`config.mk`:
```
export PLATFORM = sky130hd
export DESIGN_NAME = clk_switch_ctrl_flat
export DESIGN_NICKNAME = d
export VERILOG_FILES = /design/src/rtl/clk_sw_pkg.sv /design/src/rtl/clk_switch_ctrl_if.sv /design/src/rtl/clk_sw_dncnt.sv /design/src/rtl/clk_switch_ctrl.sv /design/src/flat_wrapper.sv
export SDC_FILE = /design/constraint.sdc
export NUM_CORES = 1
export LEC_CHECK = 0
export CAP_MARGIN = 0
export CELL_PAD_IN_SITES_DETAIL_PLACEMENT = 0
export CELL_PAD_IN_SITES_GLOBAL_PLACEMENT = 1
export CORE_UTILIZATION = 40
export CTS_CLUSTER_DIAMETER = 150
export DETAILED_ROUTE_END_ITERATION = 8
export PLACE_DENSITY = 0.83
export SLEW_MARGIN = 20
export SYNTH_ARGS = -nofsm -noshare
export SYNTH_HDL_FRONTEND = slang
export SYNTH_SLANG_ARGS = --single-unit
```
`constraint.sdc`:
```
create_clock -name clk -period 2.2 [get_ports clk]
set_input_delay 0.66 -clock clk [delete_from_list [all_inputs] [get_ports clk]]
set_output_delay 0.66 -clock clk [all_outputs]
set_load 0.02 [all_outputs]
```
`src/rtl/clk_sw_pkg.sv`:
```
`default_nettype none
// ============================================================================
// Module  : clk_sw_pkg
// Brief   : Shared types and constants for the clock-switch sequencer.
// Revision: 1.0 - initial release
// ============================================================================
package clk_sw_pkg;

   typedef enum logic [1:0] {
      IDLE   = 2'b00,
      SETTLE = 2'b01,
      DWELL  = 2'b10,
      DONE   = 2'b11
   } state_t;

   localparam logic SEL_A = 1'b0;
   localparam logic SEL_B = 1'b1;

   function automatic int max_int(input int a, input int b);
      return (a > b) ? a : b;
   endfunction

endpackage
`default_nettype wire

```
`src/rtl/clk_switch_ctrl_if.sv`:
```
`default_nettype none
// ============================================================================
// Module  : clk_switch_ctrl_if
// Brief   : Request handshake and status bundle of the clock-switch sequencer.
//           sw_cnt is present only when CLK_SW_CNT_EN is defined.
// Revision: 1.0 - initial release
// ============================================================================
interface clk_switch_ctrl_if #(
   parameter int SWCNT_W = 16
);
   logic req_valid;
   logic req_sel;
   logic req_ready;
   logic clk_sel;
   logic cur_sel;
   logic busy;
   logic done;
`ifdef CLK_SW_CNT_EN
   logic [SWCNT_W-1:0] sw_cnt;

   modport master (output req_valid, req_sel,
                   input  req_ready, clk_sel, cur_sel, busy, done, sw_cnt);
   modport slave  (input  req_valid, req_sel,
                   output req_ready, clk_sel, cur_sel, busy, done, sw_cnt);
`else
   modport master (output req_valid, req_sel,
                   input  req_ready, clk_sel, cur_sel, busy, done);
   modport slave  (input  req_valid, req_sel,
                   output req_ready, clk_sel, cur_sel, busy, done);
`endif
endinterface
`default_nettype wire

```
`src/rtl/clk_sw_dncnt.sv`:
```
`default_nettype none
// ============================================================================
// Module  : clk_sw_dncnt
// Brief   : Loadable down-counter with zero flag; holds at zero instead of wrapping.
// Revision: 1.0 - initial release
// ============================================================================
module clk_sw_dncnt #(
   parameter int CW = 6
) (
   input  wire logic          clk,
   input  wire logic          rst_n,
   input  wire logic          i_load,
   input  wire logic [CW-1:0] i_load_val,
   output logic               o_zero
);
   logic [CW-1:0] r_cnt;

   always_ff @(posedge clk or negedge rst_n) begin
      if (!rst_n) begin
         r_cnt <= '0;
      end else if (i_load) begin
         r_cnt <= i_load_val;
      end else if (r_cnt != '0) begin
         r_cnt <= r_cnt - 1'b1;
      end
   end

   assign o_zero = (r_cnt == '0);

endmodule
`default_nettype wire

```
`src/rtl/clk_switch_ctrl.sv`:
```
`default_nettype none
// ============================================================================
// Module  : clk_switch_ctrl
// Brief   : Sequencer for the glitch-free two-source clock switch: drives clk_sel,
//           waits for settle, enforces dwell, pulses done. Optional switch counter
//           enabled by defining CLK_SW_CNT_EN.
// Revision: 1.0 - initial release
// ============================================================================
module clk_switch_ctrl
   import clk_sw_pkg::*;
#(
   parameter int SETTLE_CYC = 16,
   parameter int DWELL_CYC  = 64,
   parameter int SWCNT_W    = 16
) (
   input  wire logic         clk,
   input  wire logic         rst_n,
   clk_switch_ctrl_if.slave  bus
);
   localparam int            c_CW        = $clog2(max_int(SETTLE_CYC, DWELL_CYC));
   localparam logic [c_CW-1:0] c_SETTLE_LD = c_CW'(SETTLE_CYC - 1);
   localparam logic [c_CW-1:0] c_DWELL_LD  = c_CW'(DWELL_CYC - 1);

   if (SETTLE_CYC < 4 || DWELL_CYC < 1) begin : g_param_chk
      $error("clk_switch_ctrl: SETTLE_CYC must be >= 4 and DWELL_CYC >= 1");
   end

   state_t            r_state;
   logic              r_clk_sel;
   logic              r_cur_sel;
   logic              r_busy;
   logic              r_done;
   logic              w_accept;
   logic              w_start_sw;
   logic              w_cnt_zero;
   logic              w_load;
   logic [c_CW-1:0]   w_load_val;

   assign w_accept   = bus.req_valid && (r_state == IDLE);
   assign w_start_sw = w_accept && (bus.req_sel != r_cur_sel);

   // One counter serves both timed phases: load settle on accept, dwell on settle expiry
   assign w_load     = w_start_sw || ((r_state == SETTLE) && w_cnt_zero);
   assign w_load_val = (r_state == IDLE) ? c_SETTLE_LD : c_DWELL_LD;

   clk_sw_dncnt #(.CW(c_CW)) u_dncnt (
      .clk        (clk),
      .rst_n      (rst_n),
      .i_load     (w_load),
      .i_load_val (w_load_val),
      .o_zero     (w_cnt_zero)
   );

   always_ff @(posedge clk or negedge rst_n) begin
      if (!rst_n) begin
         r_state   <= IDLE;
         r_clk_sel <= SEL_A;
         r_cur_sel <= SEL_A;
         r_busy    <= 1'b0;
         r_done    <= 1'b0;
      end else begin
         r_done <= 1'b0;
         case (r_state)
            IDLE: begin
               if (w_accept) begin
                  r_busy <= 1'b1;
                  if (w_start_sw) begin
                     r_clk_sel <= bus.req_sel;
                     r_state   <= SETTLE;
                  end else begin
                     r_done  <= 1'b1;
                     r_state <= DONE;
                  end
               end
            end
            SETTLE: begin
               if (w_cnt_zero) begin
                  r_cur_sel <= r_clk_sel;
                  r_state   <= DWELL;
               end
            end
            DWELL: begin
               if (w_cnt_zero) begin
                  r_done  <= 1'b1;
                  r_state <= DONE;
               end
            end
            DONE: begin
               r_busy  <= 1'b0;
               r_state <= IDLE;
            end
            default: r_state <= IDLE;
         endcase
      end
   end

   assign bus.req_ready = (r_state == IDLE);
   assign bus.clk_sel   = r_clk_sel;
   assign bus.cur_sel   = r_cur_sel;
   assign bus.busy      = r_busy;
   assign bus.done      = r_done;

`ifdef CLK_SW_CNT_EN
   logic [SWCNT_W-1:0] r_sw_cnt;

   // Counts only real switches, at the moment the new source is known to be live
   always_ff @(posedge clk or negedge rst_n) begin
      if (!rst_n) begin
         r_sw_cnt <= '0;
      end else if ((r_state == SETTLE) && w_cnt_zero && (r_sw_cnt != '1)) begin
         r_sw_cnt <= r_sw_cnt + 1'b1;
      end
   end

   assign bus.sw_cnt = r_sw_cnt;
`endif

endmodule
`default_nettype wire
```
`src/flat_wrapper.sv`:
```
// flat-port wrapper written by rule: the top's interface ports become plain ports
module clk_switch_ctrl_flat import clk_sw_pkg::*;
#(
   parameter int SETTLE_CYC = 16,
   parameter int DWELL_CYC  = 64,
   parameter int SWCNT_W    = 16
)
  (clk, rst_n, bus_req_valid, bus_req_sel, bus_req_ready, bus_clk_sel, bus_cur_sel, bus_busy, bus_done);
  clk_switch_ctrl_if #(.SWCNT_W(SWCNT_W)) bus_i ();
  input  wire logic clk;
  input  wire logic rst_n;
  input wire logic [$bits(bus_i.req_valid)-1:0] bus_req_valid;
  input wire logic [$bits(bus_i.req_sel)-1:0] bus_req_sel;
  output wire logic [$bits(bus_i.req_ready)-1:0] bus_req_ready;
  output wire logic [$bits(bus_i.clk_sel)-1:0] bus_clk_sel;
  output wire logic [$bits(bus_i.cur_sel)-1:0] bus_cur_sel;
  output wire logic [$bits(bus_i.busy)-1:0] bus_busy;
  output wire logic [$bits(bus_i.done)-1:0] bus_done;
  assign bus_i.req_valid = bus_req_valid;
  assign bus_i.req_sel = bus_req_sel;
  assign bus_req_ready = bus_i.req_ready;
  assign bus_clk_sel = bus_i.clk_sel;
  assign bus_cur_sel = bus_i.cur_sel;
  assign bus_busy = bus_i.busy;
  assign bus_done = bus_i.done;
  clk_switch_ctrl #(.SETTLE_CYC(SETTLE_CYC), .DWELL_CYC(DWELL_CYC), .SWCNT_W(SWCNT_W)) u_core (.clk(clk), .rst_n(rst_n), .bus(bus_i));
endmodule
```
==> results of run 1 <==
## stage by stage
step                      hold WS, ns  instances  cell area (um2)  util, %
after global placement          0.540        107              837     52.5
after floorplan                 0.364         74              716        -
after global routing            0.599        110              858     53.8
after detailed placement        0.551        107              837     52.5
after CTS                       0.563        110              858     53.8
final                           0.557        110              858     53.8
## worst paths after layout
check / depth (start not counted) / slack (ns) / start / endpoint
max: 1 / 0.22 / u_core.bus.cur_sel / bus_cur_sel
max in group asynchronous: 1 / 1.08 / rst_n / u_core.u_dncnt.r_cnt[1]
min in group asynchronous: 1 / 0.75 / rst_n / u_core.r_state[1]
min reg2reg: 2 / 0.56 / u_core.bus.busy / u_core.bus.busy
max reg2reg: 6 / 0.38 / u_core.u_dncnt.r_cnt[0] / u_core.r_state[0]
min: 2 / 0.56 / u_core.bus.busy / u_core.bus.busy
## synth_stat cells, types with 2 or more instances
cell / count
nand3_1: 3
o21ai_0: 2
ha_1: 6
inv_1: 7
nor3_1: 2
nand2_1: 3
dfrtp_1: 12
a31oi_1: 2
mux2i_1: 4
nor2_1: 8
a21oi_1: 5
## cell families after synthesis
group                      share of synthesized area (%)
adders and majority gates                           10.5
muxes                                               8.74
AOI/OAI and AO/OA                                   13.5
xor gates and xnor gates                            1.22
and+or+nand+nor                                     19.9
DFF                                                 42.0
buffers and inverters                               4.20
## registers in the layout, summed over array words and instances (netlist names)
name                  count
u_core.bus.done           1
u_core.r_state            2
u_core.bus.clk_sel        1
u_core.u_dncnt.r_cnt      6
u_core.bus.busy           1
u_core.bus.cur_sel        1
## power breakdown
group	internal [W]	switching, W
sequential	0.000321	0.0000986
combinational	0.000259	0.000290
clock	0.0000632	0.0000718
## cell type report
cell class / instances / area [um2] / share of cell area (%)
clock buffers: 3 / 22.5 / 2.62
repair buffers: 10 / 93.8 / 10.9
well taps: 24 / 30.0 / 3.50
multi-input cells: 54 / 385 / 44.9
inverters: 7 / 26.3 / 3.06
flip-flops and latches: 12 / 300 / 35.0
## placed cells by master (no fill, tap or decap), types with 2 or more instances in the layout
cell type | synthesis | final
buf_4 | 0 | 2
dfrtp_1 | 12 | 12
ha_1 | 6 | 6
nor3_1 | 2 | 2
mux2i_1 | 4 | 4
a31oi_1 | 2 | 2
nor2_1 | 8 | 8
a21oi_1 | 5 | 5
clkbuf_4 | 0 | 3
o21ai_0 | 2 | 2
clkdlybuf4s50_1 | 0 | 7
nand2_1 | 3 | 3
inv_1 | 7 | 7
nand3_1 | 3 | 3
## layer usage
metal  track usage [%]  share of wire (%)  vias to the layer above
met3              3.67                1.5                        2
met1              20.5                 50                      262
met5                 0                  0                        -
met2              24.7                 48                        3
li1                  -                  -                      287
met4              10.3                1.1                        0
## worst min-delay path: cells and delay by family, from the launching register on
kind	cells	cell delay, ns
AO/OA/AOI/OAI	1	0.07
flip-flops	1	0.38
buffers and inverters	1	0.06
==> impl_results.md, run 1 <==
- Part of the cycle the worst path needs: between 90% and 100%
- Final nets: 98
- Wire per inst: approximately 12 um
- Largest net degree at the start of global routing: 13
- Root buf cell: clkbuf_4
- Gr ovfl total: 0
- Gr usage total: 16.2%
- CP Max Fanout: 5
- Pins Over Slew Limit: 0
- CP max stage delay: 0.63 ns
- Initial core utilization: 44.9%
- Reg clk slew, reported paths: 0.08 ns
- H-Tree Level Count: 1
- First-pass GRT wire length: between 2 and 2.5 mm
- Critical Path End Type: output port
- Max VDD drop: 0.587 mV
- Initial antenna violation count: 0
- Asr flop ratio synth: 100%
- Final setup viols: 0
- Register area share after synthesis: a little over two fifths
- CP max stage cell: clkdlybuf4s50_1
- Worst slew pin tran: 0.561 ns
- Fillcell total: 157
- Num CTS Buffers: 3
- Max Clock Skew: 0.00178 ns
- Crit path cell chain: clkdlybuf4s50_1
- Die area: between 1500 and 2000 um2
- RePlAce Congestion: 0.758
- Diodes inserted: 0
- Synth area leader: dfrtp_1
- Crit path required time: 1.54 ns
- Mapped Nets: 84
- Worst EP arrival: 1.32 ns
- Die height: 44.3 um
- Most area-consuming cells after synthesis: dfrtp_1, ha_1, mux2i_1
- #FFs+latches synth: 12
- CTS Sinks: 12
- Io pins: 9
- Final ANT Viol Nets: 0
- Synth top area share: 42.0%
- Core Box Area: 1590 um2
- CTS Hold Bufs: 0
- Synth cell types: 31
- Drt pass-1 iters: 4
- Status: finished, final reports clean
- Worst Hold Class: register to register
- Crit Path Category: register to output port
- PostCTS Resize Cnt: 1
- P&R area growth vs syn: 19.9%
- Worst slack, placed: between 0.15 and 0.2 ns
- Via Count: 554
- Setup tns final: 0 ns
- Drc violations: 0
- I/O Buffers: 8
- Worst Path Buf+Inv: 1
- Initial drt markers: 10
- Half-perimeter wire length after placement: between 1 and 1.5 mm
- Pleak: between 0.3 and 0.4 nW
- Prevailing post-synth register cell: dfrtp_1
- Power Density: 1290 nW/um2
- Final hold vios: 0
- Rel. slew slack: approximately 62%
- Max Cap Viol: 0
- Cell Rows: 14
- Fin crit period: a little under 2 ns
- Post-Syn Area: 716 um2
- Post-synth EDFFs: 0
- CTS tree: yes
- Longest Clk Path Bufs: 2
- Fin worst setup slack: approximately 0.22 ns
- Via/cell ratio: slightly above 5
- Delay-heaviest family, CP: buffers and inverters
- Total power: 0.00110 W
- RSZ-0062 raised after global routing: no
- Die width: 44.3 um
- Clock latency on the worst-skew pair: 0.26 ns
- Achievable frequency: 505 MHz
- Synthesized area per cell: 9.67 um2
- Layout cells sized above 1: 10.5%
- Total Wirelength: around 1.4 mm
- Syn Inst Count: 74
- Vias in the first global route: 533
- Post-CTS setup buffer count: 0
- Startpoint types: register
- Syn. warnings: 0
Note: power is estimated with default switching activity, not from simulation.
==> run 2: changes to the inputs <==
--- a/config.mk
+++ b/config.mk
@@ -8,10 +8,10 @@
 export CAP_MARGIN = 0
 export CELL_PAD_IN_SITES_DETAIL_PLACEMENT = 0
 export CELL_PAD_IN_SITES_GLOBAL_PLACEMENT = 1
-export CORE_UTILIZATION = 40
+export CORE_UTILIZATION = 43
 export CTS_CLUSTER_DIAMETER = 150
 export DETAILED_ROUTE_END_ITERATION = 8
-export PLACE_DENSITY = 0.83
+export PLACE_DENSITY = 0.88
 export SLEW_MARGIN = 20
 export SYNTH_ARGS = -nofsm -noshare
 export SYNTH_HDL_FRONTEND = slang
==> constraint.sdc (replaced) <==
create_clock -name clk -period 2.53 [get_ports clk]
set_input_delay 0.759 -clock clk [delete_from_list [all_inputs] [get_ports clk]]
set_output_delay 0.759 -clock clk [all_outputs]
set_load 0.02 [all_outputs]
==> run 2 against run 1 <==
Net effect: non-clock buffer count decreased by 1; hold slack better by 0.011 ns; clock power is 16% higher; register-to-register slack better by 0.30 ns; largest power group unchanged.
==> impl_results.md, run 2 (synthesis results as in run 1) <==
- Status: finished, final reports clean
- Gate power share: 47.8%
- CTS tree: yes
- Total power: ~0.001 W
- Gr ovfl total: 0
- Power share of the clock group: roughly 16%
- Reg clk slew, reported paths: 0.08 ns
- Die area: 1830 um2
- Power Density: 1170 nW/um2
- Via Count: 558
- Pins Over Slew Limit: 0
- Longest Clk Path Bufs: 2
- Regs by FF count: u_core.u_dncnt.r_cnt x6, u_core.r_state x2
- Diodes inserted: 0
- CP max stage delay: between 0.4 and 0.5 ns
- Commonest non-fill, non-tap cell in the layout: dfrtp_1
- Initial drt markers: 17
- Num CTS Buffers: 3
- Wire per inst: around 13 um
- Layout cells sized above 1: 10.5%
- Largest net degree at the start of global routing: 13
- Die height: roughly 43 um
- Final hold vios: 0
- Startpoint types: register
- Max Cap Viol: 0
- DP Cell Count: 98
- Sw Pwr: 0.000411 W
- Layout Cells excl Fill: 102
- Root buf cell: clkbuf_4
- Commonest cells after routing, fill and taps aside: dfrtp_1, nor2_1, inv_1, clkdlybuf4s50_1, ha_1
- Io pins: 9
- Initial antenna violation count: 0
- Fin crit period: 2.12 ns
- Clock latency on the worst-skew pair: 0.28 ns
- RSZ-0062 raised after global routing: no
- Biggest register: u_core.u_dncnt.r_cnt
- Flop pwr share: 36.5%
- P&R area growth vs syn: 19.9%
- Post-CTS setup buffer count: 0
- Cell Rows: 14
- Initial core utilization: between 40% and 50%
- Die width: 42.8 um
- Delay-heaviest family, CP: flip-flops
- I/O Buffers: 8
- Achievable frequency: 473 MHz
- Critical Path End Type: output port
- Total Wirelength: between 1 and 1.5 mm
- First-pass GRT wire length: 2.53 mm
- Crit Path Category: register to output port
- Max Clock Skew: slightly below 0.008 ns
- Final Cell Area: 858 um2
- Drc violations: 0
- Crit path required time: between 1.5 and 2 ns
- Part of the cycle the worst path needs: 83.6%
- Crit path cell chain: inv_1 > ha_1 > dlymetal6s2s_1
- Worst EP arrival: 1.36 ns
- H-Tree Level Count: 1
- Area of placed instances: 820 um2
- Fillcell total: 140
- Final ANT Viol Nets: 0
- Worst Hold Class: register to register
- CP max stage cell: dfrtp_1
- Hold_ws: 0.568 ns
- Drt pass-1 iters: 4
- Gr usage total: 18.9%
- Via/cell ratio: 5.47
- Final setup viols: 0
- Pleak: about 0.40 nW
- Final nets: 97
- Vias in the first global route: 559
- Number of flip-flops in the largest register: 6
- RePlAce Congestion: between 0.7 and 0.8
- CP Max Fanout: 6
- Core Box Area: 1520 um2
- Net Sw Frac: between 40 and 50%
- Worst slew pin tran: 0.532 ns
- Setup tns final: 0 ns
- Worst Path Buf+Inv: 2
- Rel. slew slack: 64.4%
- Half-perimeter wire length after placement: between 1 and 1.5 mm
- R2R setup slack: 0.68 ns
- Internal power: ~0.0006 W
- CTS Sinks: 12
- Max VDD drop: 0.572 mV
## run 2: layer usage
layer	GRT usage, %	routed length (um)	share of wire (%)
met1	24.7	674	50
met2	27.6	603	44
met3	5.11	45	3.3
met4	11.3	33	2.4
met5	0	0	0
## run 2: repair_timing
item / in CTS / in global routing
gates resized for setup: 0 / 1
endpoints found under the hold margin: 0 / 0
endpoints found under the setup margin: 0 / 1
hold buffers: 0 / 0
## run 2: power by group through the flow
stage / clock, W / sequential [W] / combinational (W)
3_5_place_dp: 0 / 0.000371 / 0.000475
4_1_cts: 0.000158 / 0.000367 / 0.000482
3_3_place_gp: 0 / 0.000364 / 0.000469
2_1_floorplan: 0 / 0.000374 / 0.000330
5_1_grt: 0.000169 / 0.000382 / 0.000549
6_report: 0.000157 / 0.000365 / 0.000478
## run 2: worst min-delay path: cells and delay by family (launching register included)
kind / cells / cell delay (ns)
AO/OA/AOI/OAI: 1 / 0.07
flip-flops: 1 / 0.38
buffers and inverters: 1 / 0.07
## run 2: metrics by stage
stage	utilization (%)	worst slack, ns
finish	56.3	0.414
global route	56.3	0.327
CTS	56.2	0.0274
detailed placement	53.8	0.349
global placement	53.8	0.392
floorplan	-	0.900
## run 2: final cells by class
class                           count  area [um2]  share of cell area [%]
Multi-Input combinational cell     54         385                    44.9
Sequential cell                    12         300                    35.0
Timing Repair Buffer                9        90.1                    10.5
Clock buffer                        4        36.3                    4.23
Inverter                            7        26.3                    3.06
Tap cell                           16        20.0                    2.33
## run 2: path summary, 6_finish.rpt
path | start | to | cells past startpoint
max | u_core.r_state[0] | bus_req_ready | 3
min | u_core.bus.busy | u_core.bus.busy | 2
max reg2reg | u_core.u_dncnt.r_cnt[0] | u_core.r_state[0] | 6
min reg2reg | u_core.bus.busy | u_core.bus.busy | 2
max in group asynchronous | rst_n | u_core.bus.done | 1
min in group asynchronous | rst_n | u_core.u_dncnt.r_cnt[3] | 1
==> run 3: changes to the inputs <==
--- a/config.mk
+++ b/config.mk
@@ -8,10 +8,10 @@
 export CAP_MARGIN = 0
 export CELL_PAD_IN_SITES_DETAIL_PLACEMENT = 0
 export CELL_PAD_IN_SITES_GLOBAL_PLACEMENT = 1
-export CORE_UTILIZATION = 43
+export CORE_UTILIZATION = 40
 export CTS_CLUSTER_DIAMETER = 150
 export DETAILED_ROUTE_END_ITERATION = 8
-export PLACE_DENSITY = 0.88
+export PLACE_DENSITY = 0.83
 export SLEW_MARGIN = 20
 export SYNTH_ARGS = -nofsm -noshare
 export SYNTH_HDL_FRONTEND = slang
==> constraint.sdc (replaced) <==
create_clock -name clk -period 2.2 [get_ports clk]
set_input_delay 0.66 -clock clk [delete_from_list [all_inputs] [get_ports clk]]
set_output_delay 0.66 -clock clk [all_outputs]
set_load 0.02 [all_outputs]
==> results of run 3 <==
No change in the layout: final DEF, timing and power equal those of run 1.
